`config.mk`:
```
export PLATFORM = sky130hd
export DESIGN_NAME = vga_image_reader
export DESIGN_NICKNAME = d
export VERILOG_FILES = /design/src/rtl/vga_pkg.sv /design/src/rtl/vga_timing.sv /design/src/rtl/vga_image_reader.sv
export SDC_FILE = /design/constraint.sdc
export NUM_CORES = 1
export LEC_CHECK = 0
export CORE_UTILIZATION = 45
export DETAILED_ROUTE_END_ITERATION = 8
export GPL_ROUTABILITY_DRIVEN = 0
export GPL_TIMING_DRIVEN = 0
export PLACE_DENSITY = 0.73
export SLEW_MARGIN = 20
export SYNTH_ARGS = -nofsm -noshare
export SYNTH_HDL_FRONTEND = slang
export SYNTH_SLANG_ARGS = --single-unit
```
`constraint.sdc`:
```
create_clock -name clk -period 3.8 [get_ports clk]
set_input_delay 0.76 -clock clk [delete_from_list [all_inputs] [get_ports clk]]
set_output_delay 0.76 -clock clk [all_outputs]
set_load 0.01 [all_outputs]
```
`src/rtl/vga_pkg.sv`:
```
// Shared timing defaults and payload types for the VGA image reader.
// Geometry defaults describe 640x480@60 with a centred 400x400 window.
package vga_pkg;

    localparam int unsigned DEF_H_ACTIVE = 640;
    localparam int unsigned DEF_H_FP     = 16;
    localparam int unsigned DEF_H_SYNC   = 96;
    localparam int unsigned DEF_H_BP     = 48;
    localparam int unsigned DEF_V_ACTIVE = 480;
    localparam int unsigned DEF_V_FP     = 10;
    localparam int unsigned DEF_V_SYNC   = 2;
    localparam int unsigned DEF_V_BP     = 33;
    localparam int unsigned DEF_IMG_W    = 400;
    localparam int unsigned DEF_IMG_H    = 400;
    localparam int unsigned DEF_X_OFF    = 120;
    localparam int unsigned DEF_Y_OFF    = 40;

    localparam int unsigned ADDR_CNT_W = 18;
    localparam int unsigned ROM_ADDR_W = 32;
    localparam int unsigned RGB_W      = 24;

    // Full period of one axis: active + front porch + sync + back porch.
    function automatic int unsigned axis_total(
        input int unsigned active,
        input int unsigned fp,
        input int unsigned sync,
        input int unsigned bp
    );
        return active + fp + sync + bp;
    endfunction

    localparam int unsigned DEF_H_TOTAL = axis_total(DEF_H_ACTIVE, DEF_H_FP, DEF_H_SYNC, DEF_H_BP);
    localparam int unsigned DEF_V_TOTAL = axis_total(DEF_V_ACTIVE, DEF_V_FP, DEF_V_SYNC, DEF_V_BP);

    typedef struct packed {
        logic [7:0] r;
        logic [7:0] g;
        logic [7:0] b;
    } rgb_t;

    typedef struct packed {
        logic hsync;
        logic vsync;
        logic active;
        logic in_win;
        logic first;
    } sideband_t;

    localparam rgb_t      DEF_BG_COLOR = rgb_t'(24'h000000);
    // Sideband value seen while idle: syncs deasserted (high), nothing active.
    localparam sideband_t SIDE_IDLE    = sideband_t'(5'b11000);

endpackage

```
`src/rtl/vga_timing.sv`:
```
// Pixel-enable driven horizontal/vertical counters and the combinational
// sync, active, image-window and frame-origin flags derived from them.
module vga_timing
    import vga_pkg::*;
#(
    parameter int unsigned H_ACTIVE = DEF_H_ACTIVE,
    parameter int unsigned H_FP     = DEF_H_FP,
    parameter int unsigned H_SYNC   = DEF_H_SYNC,
    parameter int unsigned H_BP     = DEF_H_BP,
    parameter int unsigned V_ACTIVE = DEF_V_ACTIVE,
    parameter int unsigned V_FP     = DEF_V_FP,
    parameter int unsigned V_SYNC   = DEF_V_SYNC,
    parameter int unsigned V_BP     = DEF_V_BP,
    parameter int unsigned IMG_W    = DEF_IMG_W,
    parameter int unsigned IMG_H    = DEF_IMG_H,
    parameter int unsigned X_OFF    = DEF_X_OFF,
    parameter int unsigned Y_OFF    = DEF_Y_OFF
) (
    input  logic      i_clk,
    input  logic      i_rst,
    input  logic      i_pix_en,
    output sideband_t o_side_c
);

    localparam int unsigned H_TOTAL = axis_total(H_ACTIVE, H_FP, H_SYNC, H_BP);
    localparam int unsigned V_TOTAL = axis_total(V_ACTIVE, V_FP, V_SYNC, V_BP);
    localparam int unsigned HCNT_W  = $clog2(H_TOTAL);
    localparam int unsigned VCNT_W  = $clog2(V_TOTAL);

    logic [HCNT_W-1:0] r_hcnt;
    logic [VCNT_W-1:0] r_vcnt;
    logic              w_h_last;
    logic              w_v_last;
    logic              w_h_act;
    logic              w_v_act;
    logic              w_h_win;
    logic              w_v_win;

    assign w_h_last = (r_hcnt == HCNT_W'(H_TOTAL - 1));
    assign w_v_last = (r_vcnt == VCNT_W'(V_TOTAL - 1));

    // Raster position; the line wrap carries into the line counter.
    always_ff @(posedge i_clk or posedge i_rst) begin
        if (i_rst) begin
            r_hcnt <= '0;
            r_vcnt <= '0;
        end else if (i_pix_en) begin
            if (w_h_last) begin
                r_hcnt <= '0;
                r_vcnt <= w_v_last ? '0 : r_vcnt + VCNT_W'(1);
            end else begin
                r_hcnt <= r_hcnt + HCNT_W'(1);
            end
        end
    end

    // Flags for the position currently held in the counters.
    always_comb begin
        w_h_act = (r_hcnt < HCNT_W'(H_ACTIVE));
        w_v_act = (r_vcnt < VCNT_W'(V_ACTIVE));
        w_h_win = (r_hcnt >= HCNT_W'(X_OFF)) && (r_hcnt < HCNT_W'(X_OFF + IMG_W));
        w_v_win = (r_vcnt >= VCNT_W'(Y_OFF)) && (r_vcnt < VCNT_W'(Y_OFF + IMG_H));

        o_side_c        = SIDE_IDLE;
        o_side_c.hsync  = !((r_hcnt >= HCNT_W'(H_ACTIVE + H_FP)) &&
                            (r_hcnt <  HCNT_W'(H_ACTIVE + H_FP + H_SYNC)));
        o_side_c.vsync  = !((r_vcnt >= VCNT_W'(V_ACTIVE + V_FP)) &&
                            (r_vcnt <  VCNT_W'(V_ACTIVE + V_FP + V_SYNC)));
        o_side_c.active = w_h_act && w_v_act;
        o_side_c.in_win = w_h_act && w_v_act && w_h_win && w_v_win;
        o_side_c.first  = (r_hcnt == '0) && (r_vcnt == '0);
    end

endmodule

```
`src/rtl/vga_image_reader.sv`:
```
// Streams a windowed image from a 1-clock-latency ROM onto VGA outputs,
// keeping sync/blank sidebands aligned with the returned pixel data.
module vga_image_reader
    import vga_pkg::*;
#(
    parameter int unsigned H_ACTIVE = DEF_H_ACTIVE,
    parameter int unsigned H_FP     = DEF_H_FP,
    parameter int unsigned H_SYNC   = DEF_H_SYNC,
    parameter int unsigned H_BP     = DEF_H_BP,
    parameter int unsigned V_ACTIVE = DEF_V_ACTIVE,
    parameter int unsigned V_FP     = DEF_V_FP,
    parameter int unsigned V_SYNC   = DEF_V_SYNC,
    parameter int unsigned V_BP     = DEF_V_BP,
    parameter int unsigned IMG_W    = DEF_IMG_W,
    parameter int unsigned IMG_H    = DEF_IMG_H,
    parameter int unsigned X_OFF    = DEF_X_OFF,
    parameter int unsigned Y_OFF    = DEF_Y_OFF,
    parameter rgb_t        BG_COLOR = DEF_BG_COLOR
) (
    input  logic                  clk,
    input  logic                  rst,
    input  logic                  pix_en,
    output logic [ROM_ADDR_W-1:0] rom_addr,
    input  logic [RGB_W-1:0]      rom_data,
    output logic                  hsync,
    output logic                  vsync,
    output logic                  blank_n,
    output logic [7:0]            r,
    output logic [7:0]            g,
    output logic [7:0]            b,
    output logic                  frame_start
);

    sideband_t             w_side;
    rgb_t                  w_pix;
    logic [ADDR_CNT_W-1:0] r_addr_cnt;
    logic [ROM_ADDR_W-1:0] r_rom_addr;
    sideband_t             r_side_a;
    sideband_t             r_side_b;
    logic                  r_va;
    logic                  r_vb;
    logic                  r_hsync;
    logic                  r_vsync;
    logic                  r_blank_n;
    rgb_t                  r_rgb;
    logic                  r_frame_start;

    vga_timing #(
        .H_ACTIVE (H_ACTIVE),
        .H_FP     (H_FP),
        .H_SYNC   (H_SYNC),
        .H_BP     (H_BP),
        .V_ACTIVE (V_ACTIVE),
        .V_FP     (V_FP),
        .V_SYNC   (V_SYNC),
        .V_BP     (V_BP),
        .IMG_W    (IMG_W),
        .IMG_H    (IMG_H),
        .X_OFF    (X_OFF),
        .Y_OFF    (Y_OFF)
    ) u_timing (
        .i_clk    (clk),
        .i_rst    (rst),
        .i_pix_en (pix_en),
        .o_side_c (w_side)
    );

    // Linear window address: counts window pixels in raster order, so no multiply.
    always_ff @(posedge clk or posedge rst) begin
        if (rst) begin
            r_addr_cnt <= '0;
        end else if (w_side.first) begin
            r_addr_cnt <= '0;
        end else if (pix_en && w_side.in_win) begin
            r_addr_cnt <= r_addr_cnt + ADDR_CNT_W'(1);
        end
    end

    // Stage A: issue the address and capture the sidebands of the sampled pixel.
    always_ff @(posedge clk or posedge rst) begin
        if (rst) begin
            r_rom_addr <= '0;
            r_side_a   <= SIDE_IDLE;
            r_va       <= 1'b0;
        end else if (pix_en) begin
            r_rom_addr <= w_side.in_win ? ROM_ADDR_W'(r_addr_cnt) : '0;
            r_side_a   <= w_side;
            r_va       <= 1'b1;
        end else begin
            r_va       <= 1'b0;
        end
    end

    // Stage B: sidebands wait one clock while the ROM performs its read.
    always_ff @(posedge clk or posedge rst) begin
        if (rst) begin
            r_side_b <= SIDE_IDLE;
            r_vb     <= 1'b0;
        end else begin
            r_side_b <= r_side_a;
            r_vb     <= r_va;
        end
    end

    always_comb begin
        w_pix = '0;
        if (r_side_b.active) begin
            w_pix = r_side_b.in_win ? rgb_t'(rom_data) : BG_COLOR;
        end
    end

    // Stage C: merge ROM data with its sidebands; frame_start is a single-clock pulse.
    always_ff @(posedge clk or posedge rst) begin
        if (rst) begin
            r_hsync       <= 1'b1;
            r_vsync       <= 1'b1;
            r_blank_n     <= 1'b0;
            r_rgb         <= '0;
            r_frame_start <= 1'b0;
        end else if (r_vb) begin
            r_hsync       <= r_side_b.hsync;
            r_vsync       <= r_side_b.vsync;
            r_blank_n     <= r_side_b.active;
            r_rgb         <= w_pix;
            r_frame_start <= r_side_b.first;
        end else begin
            r_frame_start <= 1'b0;
        end
    end

    assign rom_addr    = r_rom_addr;
    assign hsync       = r_hsync;
    assign vsync       = r_vsync;
    assign blank_n     = r_blank_n;
    assign r           = r_rgb.r;
    assign g           = r_rgb.g;
    assign b           = r_rgb.b;
    assign frame_start = r_frame_start;

endmodule
```
==> reports/summary.txt <==
Clk slew on worst S/H paths - 0.10 ns
Cells after DPL - 673
DIE AREA - 10,100 sq um
# hold bufs at CTS - 0
Top cells by area, synth - dfrtp_1 (51%), o21ai_0 (6.9%), nand2_1 (5.9%)
Routed length on met3 - 541 microns
Pint - 1.56 mW
Initial antenna violation count - 0
Synth cell types - 48
Hold Path Class - flop to flop
Final Net Count - 587
Synthesized area per cell - 9.56 sq um
Main synth FF type - dfrtp_1
Max VDD drop - 0.217 mV
Sw frac - 25.2%
Lkg Pwr - 2.37 nW
Max Cap Viol - 0
Final setup margin - 1.09 ns
Die W - 101 microns
Combinational group share of total power - 11.1%
DRC Markers - 0
Synth top area share - 51.4%
Slowest cell on the critical path - or4_1
First-pass iteration count of the detailed router - 6
Layout cell share with drive strength beyond 1 - 10.2%
DPL Wire Length - 6390 microns
WP data arrival - 2.96 ns
Reg power frac - 51.8%
Max Clock Skew - 0.0122 ns
Top-count cell post-synth - dfrtp_1
CP required - 4.05 ns
Setup Buffers After CTS - 0
Worst-Skew Late Latency - 0.36 ns
Post-cts sizing count - 0
Power Density - 373 nW/um^2
Clock buffer depth - 2
Post-Synthesis Cells - 458
Flop-to-flop setup slack - 1.49 ns
Fin cells - 689
Placed Instance Area - 5350 sq um
Fmax achieved - 369 MHz
Core area - 9330 sq um
Grt total ovfl - 0
Number of diodes - 0
Crit path kind - primary input to flop
Clk sinks - 96
Dpl ws - 0.698 ns
Largest net degree at the start of global routing - 78
DRT antenna net count - 0
Most frequent cells after synthesis - dfrtp_1 (90), nand2_1 (69), o21ai_0 (60)
Slew Viols, Final - 0
Total wire length - 9030 microns
Clock share of power - 37.1%
DRT met1 WL - 4300 microns
WP buf/inv - 2
All-Layer GR Usage - 19.0%
DR top layer - met4
Design Area, Final - 5590 sq um
Hold WS - 0.375 ns
Yosys warnings - 0
Die Y-Extent - 101 microns
CTS tree - done
CP startpoint kind - primary input
Largest area contributor in the netlist - dfrtp_1
Initial DRC count - 187
Synth Cell Area - 4380 sq um
RSZ-0062 raised after global routing - false
Inserted Clock Buffers - 9
Htree depth - 3
I/O Buffers - 72
Seq/Total Area, Yosys - 55.0%
Via Count - 3,502
Row count - 35
Slew @ Worst Pin - 0.727 ns
Root Driver - clkbuf_8
First-pass GRT wire length - 15,200 microns
Crit share post-route - 71.3%
Initial Util - 47.0%
Critical Path Sink Type - flop
Number of flops mapped to enable cells by yosys - 0
Worst slew margin - 51.3%
Number of global-route vias before repair - 3,265
Critical Path, Cell by Cell - clkdlybuf4s50_1, buf_2, nand4_1, or4_1, nor4_2, nand3_1, xnor2_1
Min cycle time layout - 2.71 ns
Max FO, Critical Path - 7
Status - finished clean
DR vias/cell - 5.08
DR WL/cell - 13.1 microns
Met2 wire len - 4080 microns
Final Hold Vio Count - 0
Delay-heaviest family, CP - simple AND/OR/NAND/NOR gates
Final Setup Violations - 0
Asr flop ratio synth - 100%
Worst path max stage delay - 0.57 ns
IO Pins - 87
Synthesis-to-finish area growth - 27.5%
Synth Register Bits - 96
Switching power - 525 uW
## cell families after synthesis
group	after synthesis	share of synthesized area [%]
and+or+nand+nor	149	17.2
AOI/OAI and AO/OA	96	12.5
DFF	96	55.0
buffers and inverters	92	9.65
xor gates and xnor gates	11	2.20
muxes	8	1.94
adders and majority gates	5	1.43
other	1	0.0856
## final cells by class
class | count | area [sq um]
inverters | 54 | 208
well taps | 129 | 161
plain buffers | 38 | 220
multi-input cells | 283 | 1600
clock inverters | 6 | 100
flip-flops and latches | 96 | 2410
clock buffers | 10 | 138
fillers | 820 | 3740
repair buffers | 73 | 748
## power by group through the flow
stage,logic (mW),registers [mW],clock network (mW)
2_1_floorplan,0.166,1.09,0
3_3_place_gp,0.224,1.10,0
3_5_place_dp,0.231,1.10,0
4_1_cts,0.234,1.08,0.793
5_1_grt,0.259,1.08,0.834
6_report,0.232,1.08,0.773
## worst register-to-register path: stages (launching register included)
cell,delay (ns)
dfrtp_1,0.37
clkbuf_1,0.18
a41oi_2,0.28
o211ai_1,0.15
a211oi_1,0.60
buf_2,0.34
nand4b_1,0.14
a21oi_1,0.18
## per-layer routing
layer,vias up,global-route usage [%]
li1,1711,-
met1,1669,25.7
met2,114,30.7
met3,8,3.95
met4,0,6.02
met5,-,0
## worst paths after layout
check / from / to / depth (start not counted)
hold / removal: r_va / r_vb / 0
min in group asynchronous: rst / b[0] / 2
setup / recovery: pix_en / u_timing.r_vcnt[7] / 7
setup reg to reg: u_timing.r_vcnt[5] / r_addr_cnt[7] / 7
hold reg to reg: r_va / r_vb / 0
max in group asynchronous: rst / r_side_a[3] / 3
## placed cells by master (no fill, tap or decap), types with 3 or more instances in the layout
cell type / count
dfrtp_1: 90
clkdlybuf4s50_1: 72
nand2_1: 69
o21ai_0: 60
inv_1: 53
clkbuf_1: 14
buf_4: 14
conb_1: 14
nand4_1: 13
nand3_1: 13
nor2_1: 13
a21oi_1: 12
clkbuf_8: 10
or3_1: 8
xnor2_1: 7
and3_1: 7
o31ai_1: 7
buf_2: 6
dfstp_2: 6
or4_1: 5
o211ai_1: 5
ha_1: 5
mux2i_1: 4
xor2_1: 4
mux2_2: 4
nand4b_1: 3
nor4_1: 3
## through the flow
stage               utilization (%)  total power, mW  setup TNS [ns]
CTS                            59.9             2.11               0
floorplan                         -             1.26               0
finish                         59.9             2.08               0
detailed placement             57.3             1.33               0
global placement               56.9             1.32          -77.59
global route                   59.9             2.18               0
## registers in the layout, summed over array words and instances (netlist names), 5 cells and up
register,flops
rom_addr,18
u_timing.r_vcnt,10
r_side_a,5
b,8
g,8
r_addr_cnt,18
r_side_b,5
r,8
u_timing.r_hcnt,10
Power figures use the tool's default switching activity.
